==> src/rtl/pcm_track_player.sv <==
// Multi-track PCM player: streams unsigned samples from a 1-cycle-latency BRAM on each
// sample tick, with play/pause/stop, looping and an exact progress-bar count.
module pcm_track_player #(
  parameter int                DATA_W     = 8,
  parameter int                ADDR_W     = 17,
  parameter int                PROG_STEPS = 140,
  parameter int                PROG_W     = 8,
  parameter logic [DATA_W-1:0] SILENCE    = '0
) (
  input  logic              clk,
  input  logic              rst,
  input  logic              sample_tick,
  input  logic              play,
  input  logic              pause,
  input  logic              stop,
  input  logic              loop_en,
  input  logic [ADDR_W-1:0] trk_start,
  input  logic [ADDR_W-1:0] trk_len,
  output logic [ADDR_W-1:0] mem_addr,
  input  logic [DATA_W-1:0] mem_data,
  output logic [DATA_W-1:0] audio_data,
  output logic [PROG_W-1:0] progress,
  output logic              busy,
  output logic              done
);

  typedef enum logic [1:0] {IDLE, PLAY, PAUSE} state_t;

  localparam logic [ADDR_W:0] STEP = (ADDR_W+1)'(PROG_STEPS);

  state_t            state, state_next;
  logic [ADDR_W-1:0] pos, start_r, len_r;
  logic [ADDR_W:0]   acc, acc_next;
  logic              do_stop, do_pause, do_play_new, do_resume, cmd_taken;
  logic              adv, at_end, wrap, finish;

  // Only the highest-priority pulse present is considered; an accepted command swallows the tick.
  always_comb begin
    do_stop     = stop;
    do_pause    = !stop && pause && (state == PLAY);
    do_play_new = !stop && !pause && play && (state != PAUSE) && (trk_len != '0);
    do_resume   = !stop && !pause && play && (state == PAUSE);
    cmd_taken   = do_stop || do_pause || do_play_new || do_resume;
    adv         = sample_tick && (state == PLAY) && !cmd_taken;
    at_end      = (pos == len_r - ADDR_W'(1));
    wrap        = adv && at_end && loop_en;
    finish      = adv && at_end && !loop_en;
    acc_next    = acc + STEP;
  end

  always_comb begin
    state_next = state;
    if (do_stop)                        state_next = IDLE;
    else if (do_pause)                  state_next = PAUSE;
    else if (do_play_new || do_resume)  state_next = PLAY;
    else if (finish)                    state_next = IDLE;
  end

  always_ff @(posedge clk or posedge rst) begin
    if (rst) state <= IDLE;
    else     state <= state_next;
  end

  assign busy = (state != IDLE);

  // Progress uses a Bresenham-style remainder so the k-th tick yields floor(k*PROG_STEPS/len).
  always_ff @(posedge clk or posedge rst) begin
    if (rst) begin
      pos        <= '0;
      acc        <= '0;
      progress   <= '0;
      start_r    <= '0;
      len_r      <= '0;
      mem_addr   <= '0;
      audio_data <= SILENCE;
      done       <= 1'b0;
    end else begin
      done     <= finish;
      mem_addr <= start_r + pos;
      if (do_stop) begin
        pos        <= '0;
        acc        <= '0;
        progress   <= '0;
        audio_data <= SILENCE;
      end else if (do_pause) begin
        audio_data <= SILENCE;
      end else if (do_play_new) begin
        start_r  <= trk_start;
        len_r    <= trk_len;
        pos      <= '0;
        acc      <= '0;
        progress <= '0;
      end else if (adv) begin
        audio_data <= mem_data;
        if (wrap) begin
          pos      <= '0;
          acc      <= '0;
          progress <= '0;
        end else begin
          if (acc_next >= {1'b0, len_r}) begin
            acc      <= acc_next - {1'b0, len_r};
            progress <= progress + PROG_W'(1);
          end else begin
            acc <= acc_next;
          end
          if (!at_end) pos <= pos + ADDR_W'(1);
        end
      end else if (state != PLAY) begin
        // Last sample of a finished track lingers one cycle, then silence.
        audio_data <= SILENCE;
      end
    end
  end

endmodule

==> config.mk <==
export PLATFORM = sky130hd
export DESIGN_NAME = pcm_track_player
export DESIGN_NICKNAME = d
export VERILOG_FILES = /design/src/rtl/pcm_track_player.sv
export SDC_FILE = /design/constraint.sdc
export NUM_CORES = 1
export LEC_CHECK = 0
export ABC_AREA = 1
export CAP_MARGIN = 20
export CORE_MARGIN = 2
export CORE_UTILIZATION = 45
export DETAILED_ROUTE_END_ITERATION = 8
export GPL_ROUTABILITY_DRIVEN = 1
export PLACE_DENSITY = 0.69
export SYNTH_ARGS = -nofsm -noshare
export SYNTH_HDL_FRONTEND = slang
export SYNTH_SLANG_ARGS = --single-unit
==> constraint.sdc <==
create_clock -name clk -period 8.6 [get_ports clk]
set_clock_uncertainty 0.2 [all_clocks]
set_input_delay 1.72 -clock clk [delete_from_list [all_inputs] [get_ports clk]]
set_output_delay 1.72 -clock clk [all_outputs]
set_load 0.01 [all_outputs]
# After elaboration in Yosys (flattened, before gate mapping)

Index checks and enable logic that the tools add are counted.

Multiplexer cells: 27
Equality and inequality tests: 8
Bitwise operators: 2
Reductions and logical operators: 31
Add/sub/neg operators: 6
Order comparisons: 1

Operators by type and width:

| cell                                                                   | number |
|---|---|
| 18-bit two-way mux                                                     | 6 |
| 17-bit two-way mux                                                     | 6 |
| 8-bit two-way mux                                                      | 11 |
| 18-bit by 8-bit adder with 18-bit output (second input constant)       | 1 |
| 18-bit by 17-bit greater-or-equal comparator with 1-bit output         | 1 |
| 18-bit by 17-bit subtractor with 18-bit output                         | 1 |
| 17-bit by 1-bit adder with 17-bit output (second input constant)       | 1 |
| 17-bit adder                                                           | 1 |
| 17-bit equality test                                                   | 1 |
| 17-bit nonzero test                                                    | 1 |
| 17-bit by 1-bit subtractor with 17-bit output (second input constant)  | 1 |
| 1-bit logical AND                                                      | 12 |
| 4-bit nonzero test                                                     | 3 |
| 3-bit AND reduction                                                    | 3 |
| 8-bit by 1-bit adder with 8-bit output (second input constant)         | 1 |
| 2-bit two-way mux                                                      | 4 |
| 1-bit zero test                                                        | 4 |
| 1-bit logical OR                                                       | 4 |
| 2-bit != test (second input constant)                                  | 2 |
| 4-bit by 3-bit != test with 1-bit output (second input constant)       | 1 |
| 2-bit AND reduction                                                    | 2 |
| 3-bit != test (second input constant)                                  | 1 |
| 3-bit nonzero test                                                     | 1 |
| 2-bit by 1-bit equality test with 1-bit output (second input constant) | 1 |
| other kinds (4)                                                        | 5 |

Input bits: 49
Output and inout bits: 35
Flip-flop bits (word level): 105
Word-level logic and storage cells: 84

# Logic depth before layout (Yosys ltp)

Gate-level depths: netlist (run 1).

Depth after elaboration: 16
Mapped depth: 25
Gate-level depth less buffers: 24

# Worst setup path before layout (run 1)

No wires, ideal clock.

Path kind: input -> register
Start: in trk_len[1]
End: reg progress[0]
Path slack: 5.056 ns
Setup time: 0.131 ns
Arrival: 3.213 ns
Cell stages on the path: 11
Required time: 8.269 ns
Buffers on the path: 1
Cells stage by stage: nor4_1 nand4_1 nand2_1 nand2_1 o21ai_2 inv_2 nor2_1 nor2_2 buf_6 nand2_1 o21ai_0

Cells in the longest elaborated chain, start to end: 13

RTL lines:

| item                            | RTL line | source |
|---|---|---|
| start: declaration              | 18       | `input logic [ADDR_W-1:0] trk_len,` |
| 17-bit nonzero test *           | 41       | `do_play_new = !stop && !pause && play && (state != PAUSE) && (trk_len != '0);` |
| 1-bit logical AND *             | 41       |  |
| 1-bit logical OR (2 in series)  | 43       | `cmd_taken = do_stop \|\| do_pause \|\| do_play_new \|\| do_resume;` |
| 1-bit zero test                 | 44       | `adv = sample_tick && (state == PLAY) && !cmd_taken;` |
| 1-bit logical AND               | 44       |  |
| 1-bit logical AND (2 in series) | 46       | `wrap = adv && at_end && loop_en;` |
| 8-bit two-way mux               | 95       | `if (wrap) begin` |
| 8-bit two-way mux               | 93       | `end else if (adv) begin` |
| 8-bit two-way mux               | 87       | `end else if (do_play_new) begin` |
| 8-bit two-way mux               | 85       | `end else if (do_pause) begin` |
| 8-bit two-way mux               | 80       | `if (do_stop) begin` |
| end signal: assignment          | 102      | `progress <= progress + PROG_W'(1);` |
| end: declaration                | 22       | `output logic [PROG_W-1:0] progress,` |

Mark *: on every way between the ends. The rest lies on a longest branch, timed or not. The select of a mux whose other input is x is not followed.
A chain may end at the register's enable or synchronous reset.

# Final worst setup path (run 1)

Start: in trk_len[1]
End: reg progress[7]

The elaborated chain is that of the path after synthesis.

==> results summary, run 1 <==
The run finished with clean final reports. The average footprint of a synthesized cell is 6.997 sq um. The clock sink count is 105. The endpoint kind of the worst setup timing path is a flop. No sink is reached through more buffers than the 2 on the longest clock path.

The Yosys warning count came out at 0. Setup total negative slack on the finished layout was measured at 0 ns. Of the available clock period, the critical path in the final layout requires 59.72%. The footprint of the multi-input gates is 4249 sq um. Wires add up to 20.37 mm. At the end of routability-driven placement, the weighted congestion stood at 0.9398. The most common cell after layout, fill and taps aside is sky130_fd_sc_hd__nand2_1. The share of cells above drive strength 1 is 4.671%. Of the post-synthesis cell area, the part taken by muxes is 0%. The area fraction in compound gates after synthesis came out at about a tenth. The kind of launch point of the worst setup path is a primary input. The clock-pin slew reported for the worst setup and hold paths after clock tree synthesis came out at roughly 0.070 ns. The initialized floorplan defines 47 standard-cell rows. In this run the cell area measured after placement is between 8000 and 9000 sq um.

The power per cell area is 245.9 nW/um^2. The post-synthesis xor/xnor area fraction is under 10%. The effective utilization at floorplan is 45.64%.

The post-synthesis register bit count came out at 105. The global-route wire length before repair came out at 33.33 mm. The count of different cell masters after synthesis came out at 42. The top cell types in the final layout, fill and taps aside, are sky130_fd_sc_hd__nand2_1 (308), sky130_fd_sc_hd__inv_1 (134), sky130_fd_sc_hd__nor2_1 (115), sky130_fd_sc_hd__dfrtp_1 (105), sky130_fd_sc_hd__clkdlybuf4s50_1 (83).

The min-delay analysis places its worst path in the category reg -> reg. The global-route usage over all layers came out at 23.47%. The sequential cell area is 2628 sq um. Among the stages of the critical path, the cell type that occurs most often is sky130_fd_sc_hd__nand2_1. The final design instance area without fill came out at 8838 sq um. The combinational share of power came out at 50.1%.

The design internal power came out at 1.207 mW. The number of top-level pins is 84. The maximum operating frequency came out at 0.1947 GHz. For this run, the share of the core covered by cells in the final layout is 53.68%. Gates resized during post-CTS repair numbered 0. Data arrives at the worst endpoint at 5.16 ns.

The number of buffers inserted by port buffering came out at 83. After detailed routing, the number of remaining DRC violations is 0. Dividing the detail-routed wire length by the instance count gives roughly 15 microns. The hold-critical path depth is 2. The first-iteration detailed-routing DRC count came out at 543. At the pin with the least slew margin, the transition time is 0.8503 ns.

The clock latency on the worst-skew pair is 0.36 ns. The launch point of the critical path is trk_len[1]. The worst hold path begins at start_r[5]$_DFFE_PP0P_. Detailed placement ended at an HPWL of 15.75 mm. STA puts the critical path data required time at 8.63 ns. The full die area came out at 17,750 sq um. The max-capacitance violation count is 0. The total grt overflow is 0. The worst-case headroom to the max-slew limit came out at 43.10%. After layout, the minimum clock period comes to 5.136 ns. The count of filler cells inserted in the layout came out at roughly 1,600.

Before CTS, the worst setup slack after placement is 3.114 ns. The number of nets in the layout is 1,240. The kind of critical path is in -> reg. In this run the critical register-to-register path is launched from acc[2]$_DFFE_PP0P_. The analysis attributes to cell leakage a power of around 4.4 nW. The tree is rooted in a sky130_fd_sc_hd__clkbuf_16.

The synthesized netlist devotes 32.62% of its cell area to simple gates. The vertical extent of the die is between 100 and 150 microns. The number of diodes came out at 0. Walking the worst path, the cells encountered are clkdlybuf4s50_1 -> nor4_1 -> nand4_1 -> nand2_1 -> buf_4 -> nand2_1 -> o21ai_2 -> inv_2 -> nor2_1 -> nor2_2 -> nand2_1 -> o21ai_1. The die width is 133.2 microns. The switching power of the nets is 966.4 uW. When the netlist entered floorplanning its net count stood at 1,162. The sequential fraction of the synthesis area is between 30% and 40%. The number of vias per cell is ~5.2. Among all stages on the critical path, the largest delay is contributed by sky130_fd_sc_hd__o21ai_2. The number of global-route vias before repair is 6,794. The CTS tree is done. The clock network is responsible for 19.6% of the overall power. The overall power came out at 2.173 mW. Setup repair after global routing left no endpoint under its margin. The dominant combinational cell family by area after synthesis is simple AND/OR/NAND/NOR gates. The setup violation total in the final timing report came out at 0. The biggest cell delay along the critical path is between 0.6 and 0.7 ns. The total of hold buffers inserted after clock tree synthesis is 0. The max-slew violation count came to 0. The switching share of power is 44.47%. The synthesized netlist devotes between 6 and 7% of its cell area to adder and majority cells. The synthesis-to-finish area growth came out at 17.62%.

The total setup buffers inserted after CTS is 0. Per report_power, the sequential group accounts for 30.3% of the total. The total via count after detailed routing came out at 7,162.

Entering global routing, the biggest net connects 54 pins. The top fanout value on the critical path is slightly above 40. Across the VDD grid, the largest voltage drop is around 140 uV. The initial antenna violation count came out at 0. The floorplan step defined a core boundary enclosing 16,470 sq um. The number of buffers created by CTS is 9. The instance count of the mapped netlist is 1,074. Once detail routing completed, the nets flagged for antenna violations numbered 0.

The CTS H-tree depth came out at 3. The hold violation count in the final report came out at 0. The number of optimization iterations in the first detailed-route pass is 6.

The final critical-path setup slack came out at 3.464 ns. The worst reg2reg path depth is 23. Summing every instance area after synthesis gives 7515 sq um.
-- Yosys cell counts, drive strengths merged --
cell type,instances,area (sq um)
xnor2,14,122.6
nand2,313,1202
and2,1,6.260
fa,2,40.04
a21oi,40,211.5
o211ai,1,7.510
nand4,33,206.5
a21o,1,7.510
buf,9,67.55
ha,37,462.9
clkbuf,11,41.29
inv,141,529.3
dfrtp,105,2628
o31ai,4,30.03
nor3b,1,7.510
or4,1,7.510
a31oi,4,25.02
a21boi,2,15.01
or2,4,25.02
nor4,3,18.77
nor3,18,90.09
and3,2,12.51
xor2,44,385.4
nand3,61,322.8
nor2,125,514.2
o21a,1,7.510
o21bai,2,15.01
nand3b,5,37.54
o21ai,89,467.9
-- logic make-up after synthesis --
family | after synthesis
AND/OR/NAND/NOR | 567
XOR/XNOR | 58
flip-flops | 105
adder cells (fa/ha/maj) | 39
buffers and inverters | 161
AO/OA/AOI/OAI | 144
-- final timing paths --
check | end | slack [ns]
worst max-delay path | progress[7]$_DFFE_PP0P_ | 3.46
min in group asynchronous | len_r[0]$_DFFE_PP0P_ | 1.62
worst min-delay path | start_r[5]$_DFFE_PP0P_ | 0.29
worst max register to register | progress[6]$_DFFE_PP0P_ | 4.01
max in group asynchronous | len_r[11]$_DFFE_PP0P_ | 5.41
worst min register to register | start_r[5]$_DFFE_PP0P_ | 0.29
-- routing by layer --
| metal | GRT usage (%) | up-vias | share of wire, % |
|---|---|---|---|
| li1 | - | 3604 | - |
| met1 | 31.35 | 3343 | 45 |
| met2 | 39.46 | 194 | 48 |
| met3 | 4.072 | 21 | 5.2 |
| met4 | 6.560 | 0 | 1.4 |
| met5 | 0 | - | 0 |
-- power groups by stage --
stage / clock network, mW / registers (mW) / logic (mW)
final: 0.425 / 0.659 / 1.09
after global routing: 0.451 / 0.670 / 1.23
after CTS: 0.432 / 0.658 / 1.08
after detailed placement: 0 / 0.666 / 1.07
after global placement: 0 / 0.665 / 1.07
after floorplan: 0 / 0.654 / 0.800
-- final cells by class --
cell class | instances | area share [%]
clock inverter | 6 | 0.7786
multi-input combinational | 808 | 48.07
clock buffer | 9 | 2.548
tap | 220 | 3.114
timing repair buffer | 87 | 9.740
inverter | 141 | 6.016
sequential | 105 | 29.73
-- per-stage QoR --
stage | cells | hold WS, ns
2_1_floorplan | 1074 | 0.2528
3_5_place_dp | 1361 | 0.2776
3_3_place_gp | 1361 | 0.2676
6_report | 1376 | 0.2909
5_1_grt | 1376 | 0.3126
4_1_cts | 1376 | 0.2968
-- critical path: cells and delay by family --
family | cells | cell delay (ns)
compound gates | 2 | 0.72
buf+inv | 3 | 1.12
simple gates | 7 | 1.57
-- flip-flops by register name (all words and copies together), names as in the netlist --
signal      cells
acc            18
pos            17
len_r          17
done            1
mem_addr       17
start_r        17
progress        8
audio_data      8
state           2
Note: power is estimated with default switching activity, not from simulation.
==> inputs of run 2 (changes only) <==
==> constraint.sdc (replaced) <==
create_clock -name clk -period 4.99 [get_ports clk]
set_clock_uncertainty 0.2 [all_clocks]
set_input_delay 0.998 -clock clk [delete_from_list [all_inputs] [get_ports clk]]
set_output_delay 0.998 -clock clk [all_outputs]
set_load 0.01 [all_outputs]
==> run 2 against run 1 <==
Against the previous run:
- final area is 0.45% higher
- hold slack worse by 0.0040 ns
- register-to-register slack worse by 3.5 ns
- global-route usage hardly changed
- power is 75% higher
- first-iteration DRC count is 6.8% lower
==> results summary, run 2 (synthesis results as in run 1) <==
The flow ran to the end, and the final reports show no timing, DRC or antenna violations. The final critical path takes up 88.96% of the cycle. The max-slew violation count came out at 0 (unchanged). The full die area is 17,750 sq um (unchanged). The die width is 133.2 microns (unchanged). Setup repair after global routing left no endpoint under its margin. The count of nets left with antenna violations after detail routing is 0 (unchanged). The number of diodes came out at 0 (unchanged).

The maximum buffer depth of the clock tree came out at 2 (unchanged). The endpoint kind of the worst setup timing path is a flop. The largest net degree at the start of global routing came out at 62 (+15%). The arrival time of the worst setup path came out at 4.51 ns (-0.65 ns). The per-cell routed wire length is 14.70 microns (-0.69%).

The CTS H-tree depth came out at 3 (unchanged). The kind of critical path is reg -> reg. The effective utilization at floorplan is 45.64% (unchanged). The reg2reg setup slack came out at 0.55 ns (-3.46 ns). The worst reg2reg path depth came out at 24 (+4.3%). The library cell used most frequently in the layout, excluding fill and tap cells, is sky130_fd_sc_hd__nand2_1. The share of cells above drive strength 1 is 4.996% (+0.32 points).

The total via count after detailed routing came out at 7,116 (-0.64%). The number of flip-flops under the largest register name is 18 (unchanged). The root buffer cell is sky130_fd_sc_hd__clkbuf_16.

The placed standard-cell area came out at 8574 sq um (+0.35%). The first-iteration detailed-routing DRC count is 506 (-6.8%). The top fanout value on the critical path came to 17 (-59%).

The final weighted congestion in routability-driven placement is 0.9585 (+2.0%). The remaining routing DRC violations is 0 (unchanged). The critical path data required time came out at 5.06 ns (-3.57 ns).

The setup violation total in the final timing report came out at 0 (unchanged). The number of global-route vias before repair came out at 6,700 (-1.4%). The clock sink count came out at 105 (unchanged). The peak ir drop on the vdd network came out at 291.0 uV (+100%).

The worst register-to-register path begins at acc[2]$_DFFE_PP0P_. The initial antenna violation count came out at 0 (unchanged). The hold-critical path depth is 2 (unchanged). The worst-case headroom to the max-slew limit came out at 42.32% (-0.78 points). The total of hold buffers inserted after clock tree synthesis came to 0 (unchanged). The worst setup path is launched from a flop. The worst hold path begins at start_r[0]$_DFFE_PP0P_. The hold violation count in the final report came out at 0 (unchanged). The worst path in the final design needs a cycle of roughly 4.4 ns, including I/O delays and setup. The number of rows in the core area is 47 (unchanged).

The top register by number of flip-flops is acc. The endpoint of the worst-slack reg-to-reg timing path is progress[0]$_DFFE_PP0P_. The synthesis-to-finish area growth is 18.15%. The clock-pin slew reported for the worst setup and hold paths after clock tree synthesis came out at 0.07 ns (about the same). The number of top-level pins came out at 84 (unchanged). The cell leakage power came out at 4.410 nW (+0.82%). The number of buffers created by CTS was 9 (unchanged). The setup TNS after final layout was 0 ns (unchanged). The number of nets in the layout was 1,244 (+0.32%). The detailed-placement wirelength estimate is 15.86 mm (+0.67%). The final design instance area without fill came to 8879 sq um (+0.45%). The clock latency on the worst-skew pair came out at 0.36 ns (about the same). The max-capacitance violation count came out at 0 (unchanged). The sum of routed wire length over all layers was 20.31 mm (-0.33%). The min-delay analysis places its worst path in the category reg -> reg. The maximum operating frequency is between 0.2 and 0.25 GHz. The number of optimization iterations in the first detailed-route pass came out at 5 (-1). TritonCTS built the clock tree. The slew at the pin with the worst max-slew slack came out at 0.8651 ns (+0.01474 ns). The total setup buffers inserted after CTS came out at 0 (unchanged). The global-route wire length before repair came out at 33.31 mm (about the same). The post-cts gate resize count came out at 0 (unchanged). The number of buffers inserted by port buffering was 83 (unchanged). The number of vias per cell is 5.153 (-1.0%). The power per cell area came out at 428.4 nW/um^2 (+74%). Leaving out fill and tap cells, the most frequent cells in the layout are sky130_fd_sc_hd__nand2_1 (308), sky130_fd_sc_hd__inv_1 (134), sky130_fd_sc_hd__nor2_1 (115), sky130_fd_sc_hd__dfrtp_1 (105), sky130_fd_sc_hd__clkdlybuf4s50_1 (83). The global-route usage over all layers came out at 23.45% (about the same). The vertical extent of the die is 133.2 microns (unchanged). The area of the placeable core came to 16,470 sq um (unchanged). The total grt overflow was 0 (unchanged). The worst hold path terminates at start_r[0]$_DFFE_PP0P_.
run 2: cell types whose count changed in the layout (fill, tap and decap cells not counted), sizes merged:
cell and change:
buf +4, clkinvlp -3, clkbuf +2, inv +2
run 2: how the worst max path moves through the flow:
stage / slack, ns / end / depth (start not counted) / startpoint
6_report: 0.55 / progress[0]$_DFFE_PP0P_ / 24 / acc[2]$_DFFE_PP0P_
5_1_grt: 0.13 / progress[7]$_DFFE_PP0P_ / 24 / acc[2]$_DFFE_PP0P_
4_1_cts: 0.60 / progress[0]$_DFFE_PP0P_ / 24 / acc[2]$_DFFE_PP0P_
3_5_place_dp: 0.62 / progress[0]$_DFFE_PP0P_ / 12 / stop
3_3_place_gp: 0.81 / progress[6]$_DFFE_PP0P_ / 23 / acc[2]$_DFFE_PP0P_
2_1_floorplan: 1.03 / acc[0]$_DFFE_PP0P_ / 1 / rst
run 2: cell type report:
type                    count  area (sq um)
well taps                 220         275.3
inverters                 141         531.8
flip-flops and latches    105          2628
clock buffers              11         242.7
repair buffers             91         890.9
clock inverters             5         61.31
fillers                  1675          7587
multi-input cells         808          4249
run 2: layer usage:
metal | global-route usage, % | wire, microns
met1 | 31.91 | 9521
met2 | 38.83 | 9528
met3 | 4.033 | 941
met4 | 6.383 | 314
met5 | 0 | 0
run 2: through the flow:
step / total power [mW] / utilization (%) / hold WS [ns] / instances / worst slack (ns)
floorplan: 2.505 / - / 0.2528 / 1074 / 1.031
global placement: 3.038 / 52.07 / 0.2674 / 1365 / 0.8097
detailed placement: 3.023 / 52.07 / 0.2697 / 1365 / 0.6204
CTS: 3.786 / 53.92 / 0.2906 / 1381 / 0.5970
global route: 4.113 / 53.92 / 0.3118 / 1381 / 0.1299
finish: 3.803 / 53.92 / 0.2869 / 1381 / 0.5510
run 2: power breakdown:
group	total, mW	internal, mW	switching (mW)
combinational	1.93	0.698	1.23
clock	0.742	0.408	0.334
sequential	1.13	0.997	0.137
total	3.80	2.10	1.70
run 2: worst max-delay path, cell delays in order, from the launching register on:
cell                      delay (ns)
sky130_fd_sc_hd__dfrtp_1        0.35
sky130_fd_sc_hd__inv_1          0.08
sky130_fd_sc_hd__ha_1           0.23
sky130_fd_sc_hd__nor3_1         0.32
sky130_fd_sc_hd__nand2_1        0.13
sky130_fd_sc_hd__nand2_1        0.10
sky130_fd_sc_hd__nand2_1        0.07
sky130_fd_sc_hd__inv_1          0.10
sky130_fd_sc_hd__nand3_1        0.09
sky130_fd_sc_hd__xor2_1         0.25
sky130_fd_sc_hd__inv_1          0.09
sky130_fd_sc_hd__ha_1           0.35
sky130_fd_sc_hd__nand2_1        0.12
sky130_fd_sc_hd__o21ai_0        0.10
sky130_fd_sc_hd__a21oi_1        0.12
sky130_fd_sc_hd__nand2_1        0.09
sky130_fd_sc_hd__nand2_1        0.06
sky130_fd_sc_hd__nand3_1        0.06
sky130_fd_sc_hd__nand2_1        0.25
sky130_fd_sc_hd__nand2_4        0.20
sky130_fd_sc_hd__inv_2          0.22
sky130_fd_sc_hd__nor2_1         0.14
sky130_fd_sc_hd__nor2_2         0.44
sky130_fd_sc_hd__nand2_1        0.09
sky130_fd_sc_hd__o21ai_0        0.10
==> inputs of run 3 (changes only) <==
--- a/config.mk
+++ b/config.mk
@@ -7,6 +7,7 @@
 export LEC_CHECK = 0
 export ABC_AREA = 1
 export CAP_MARGIN = 20
+export CORE_ASPECT_RATIO = 0.75
 export CORE_MARGIN = 2
 export CORE_UTILIZATION = 45
 export DETAILED_ROUTE_END_ITERATION = 8
==> run 3 against run 2 <==
Against the previous run:
- combinational power is 2% lower
- global-route usage is 0.28 points higher
- final area hardly changed
- flip-flop and latch count stayed put
- highest routed layer unchanged
- sequential power hardly changed
- critical path depth is 12 lower
- utilization is 1.0 points higher
- power is 0.81% lower
- first-iteration DRC count is 20% higher
==> results summary, run 3 (synthesis results as in run 1) <==
The count of nets left with antenna violations after detail routing came out at 0 (unchanged). The post-cts gate resize count came out at 0 (unchanged). The number of optimization iterations in the first detailed-route pass is 6 (+1).

The hold violation count in the final report is 0 (unchanged). The top cell types in the final layout, fill and taps aside, are sky130_fd_sc_hd__nand2_1 (308), sky130_fd_sc_hd__inv_1 (134), sky130_fd_sc_hd__nor2_1 (115), sky130_fd_sc_hd__dfrtp_1 (105), sky130_fd_sc_hd__clkdlybuf4s50_1 (83). For hold timing, the worst endpoint is start_r[0]$_DFFE_PP0P_.

The final design instance area without fill came to 8886 sq um (about the same). In this run the most used layer during global routing was met1. The endpoint identified for the worst register-to-register timing path is progress[7]$_DFFE_PP0P_. The maximum buffer depth of the clock tree is 2 (unchanged).

The synthesis-to-finish area growth came out at 18.25% (about the same). The total of hold buffers inserted after clock tree synthesis came out at 0 (unchanged). The setup violation total in the final timing report is 0 (unchanged). The worst reg2reg path depth was 23 (-4.2%). The die width is 153.2 microns (+15%).

The CTS H-tree depth came out at 3 (unchanged). The slew at the pin with the worst max-slew slack came to 0.9943 ns (+0.1292 ns). Leaving out fill and tap cells, the most frequent cell in the layout is sky130_fd_sc_hd__nand2_1.

The post-route fraction of the period consumed by the critical path is 88.81% (-0.14 points). The flow ran to the end, and the final reports show no timing, DRC or antenna violations. The number of nets in the layout is 1,244 (unchanged).

The launch instance of the worst min-delay path is start_r[0]$_DFFE_PP0P_. The global-route usage over all layers came out at 23.74% (+0.28 points). The count of filler cells inserted in the layout came out at 1,620 (-3.3%).

The vertical extent of the die came out at 115.9 microns (-13%). STA classifies the critical path startpoint as a primary input. The number of diodes is 0 (unchanged). In this run the critical register-to-register path is launched from acc[2]$_DFFE_PP0P_. The number of buffers created by CTS came out at 9 (unchanged). The total via count after detailed routing came to 7,078 (-0.53%). The clock sink count is 105 (unchanged).

The met3 routing resource usage after global routing was 6.320% (+2.3 points). The max-capacitance violation count came out at 0 (unchanged). The largest net degree at the start of global routing came out at 88 (+42%). The CTS tree is done. The worst-case headroom to the max-slew limit came to 33.10% (-9.2 points). The clock latency on the worst-skew pair came out at 0.36 ns (about the same). The full die area is 17,760 sq um (about the same). The total setup buffers inserted after CTS came out at 0 (unchanged).

The hold-critical path depth was 2 (unchanged). The share of cells above drive strength 1 came out at 4.996% (unchanged). The sum of routed wire length over all layers was 20.09 mm (-1.1%). The worst hold path belongs to the class reg -> reg.

The tightest hold margin came to 0.2869 ns (+0.00004800 ns). The cell leakage power came out at 4.412 nW (about the same). The critical path data required time is 5.02 ns (-0.04 ns).

The maximum operating frequency is 0.2256 GHz (+0.16%). The first-iteration detailed-routing DRC count came out at 609 (+20%). The per-cell routed wire length came out at 14.65 microns (-0.36%).

The number of global-route vias before repair is 6,636 (-0.96%). The arrival time of the worst setup path came to 4.46 ns (-0.05 ns). The detailed-placement wirelength estimate is 15.38 mm (-3.0%).

The initial antenna violation count was 0 (unchanged). The reg2reg setup slack was 0.78 ns (+0.23 ns). The final weighted congestion in routability-driven placement came out at 0.9263 (-3.4%). The number of buffers inserted by port buffering is 83 (unchanged).

The number of top-level pins came out at 84 (unchanged). The top fanout value on the critical path was 16 (-1). The remaining routing DRC violations came out at 0 (unchanged). The fraction of the core area covered by cells at the end of the flow is 54.97% (+1.0 points). The area of the placeable core came out at 16,170 sq um (-1.8%).

The peak ir drop on the vdd network is 206.7 uV (-29%). The number of vias per cell is 5.163 (+0.19%). The top register by number of flip-flops is acc. The worst setup path is captured at a flop. Clock tree synthesis selected as its root buffer the cell sky130_fd_sc_hd__clkbuf_16. Setup repair after global routing left no endpoint under its margin. The met1 track utilization from global routing came out at 36.85% (+4.9 points). The met2 track utilization from global routing is 33.01% (-5.8 points). The clock-pin slew reported for the worst setup and hold paths after clock tree synthesis came out at 0.07 ns (about the same).

The placed standard-cell area is 8554 sq um (-0.23%). The effective utilization at floorplan is 46.49% (+0.85 points). The number of flip-flops under the largest register name is 18 (unchanged). The time the worst path needs with I/O delays and setup came out at 4.432 ns (-0.007164 ns). The setup TNS after final layout came out at 0 ns (unchanged). The max-slew violation count is 0 (unchanged). The total grt overflow came out at 0 (unchanged).

The global-route wire length before repair is 33.70 mm (+1.2%). The power per cell area is 424.5 nW/um^2 (-0.89%). The critical path is of the in -> reg type. The number of rows in the core area is 40 (-15%).
==> run 3: cell types whose count changed in the layout (fill, tap and decap cells not counted) <==
cell                         change
sky130_fd_sc_hd__inv_6           -2
sky130_fd_sc_hd__clkinv_2        -1
sky130_fd_sc_hd__inv_8           +1
sky130_fd_sc_hd__clkinv_4        +2
sky130_fd_sc_hd__clkbuf_8        -1
sky130_fd_sc_hd__clkinvlp_4      +1
sky130_fd_sc_hd__buf_16          +1
sky130_fd_sc_hd__buf_4           -1
==> run 3: power breakdown <==
part	total [mW]	switching, mW	internal (mW)
combinational	1.89	1.18	0.709
sequential	1.14	0.142	0.997
clock	0.743	0.346	0.397
total	3.77	1.67	2.10
==> run 3: critical path, cell delays in order <==
cell and delay (ns):
sky130_fd_sc_hd__clkdlybuf4s50_1 0.44, sky130_fd_sc_hd__nor4_1 0.87, sky130_fd_sc_hd__nand4_1 0.20, sky130_fd_sc_hd__nand2_1 0.38, sky130_fd_sc_hd__inv_1 0.11, sky130_fd_sc_hd__nor2_1 0.17, sky130_fd_sc_hd__o21ai_2 0.07, sky130_fd_sc_hd__buf_4 0.21
sky130_fd_sc_hd__inv_2 0.26, sky130_fd_sc_hd__nor2_1 0.14, sky130_fd_sc_hd__nor2_2 0.44, sky130_fd_sc_hd__o21ai_1 0.14
==> run 3: worst max path at each step <==
stage | startpoint | cells past startpoint | to | slack (ns)
after floorplan | rst | 1 | acc[0]$_DFFE_PP0P_ | 1.03
after global placement | trk_len[1] | 12 | progress[7]$_DFFE_PP0P_ | 0.37
after detailed placement | trk_len[1] | 13 | acc[1]$_DFFE_PP0P_ | 0.28
after CTS | trk_len[1] | 13 | acc[1]$_DFFE_PP0P_ | 0.64
after global routing | trk_len[1] | 13 | progress[6]$_DFFE_PP0P_ | 0.15
final | trk_len[1] | 12 | progress[7]$_DFFE_PP0P_ | 0.56
==> run 3: per-layer routing <==
layer | part of all wire (%) | vias to the layer above
met1 | 52 | 3198
met4 | 0.84 | 0
met5 | 0 | -
met3 | 8.8 | 16
li1 | - | 3633
met2 | 38 | 231
==> run 3: cell type report <==
cell class                 count  area [sq um]  area share, %
multi-input combinational    808          4249          47.82
timing repair buffer          91         910.9          10.25
tap                          210         262.8          2.957
sequential                   105          2628          29.57
inverter                     141         531.8          5.984
clock inverter                 6         75.07         0.8448
clock buffer                  10         229.0          2.577
==> run 3: metrics by stage <==
stage	setup slack [ns]	cells	total power, mW
5_1_grt	0.1503	1371	4.117
6_report	0.5582	1371	3.773
2_1_floorplan	1.031	1074	2.505
4_1_cts	0.6408	1370	3.772
3_5_place_dp	0.2797	1354	3.011
3_3_place_gp	0.3730	1354	3.012
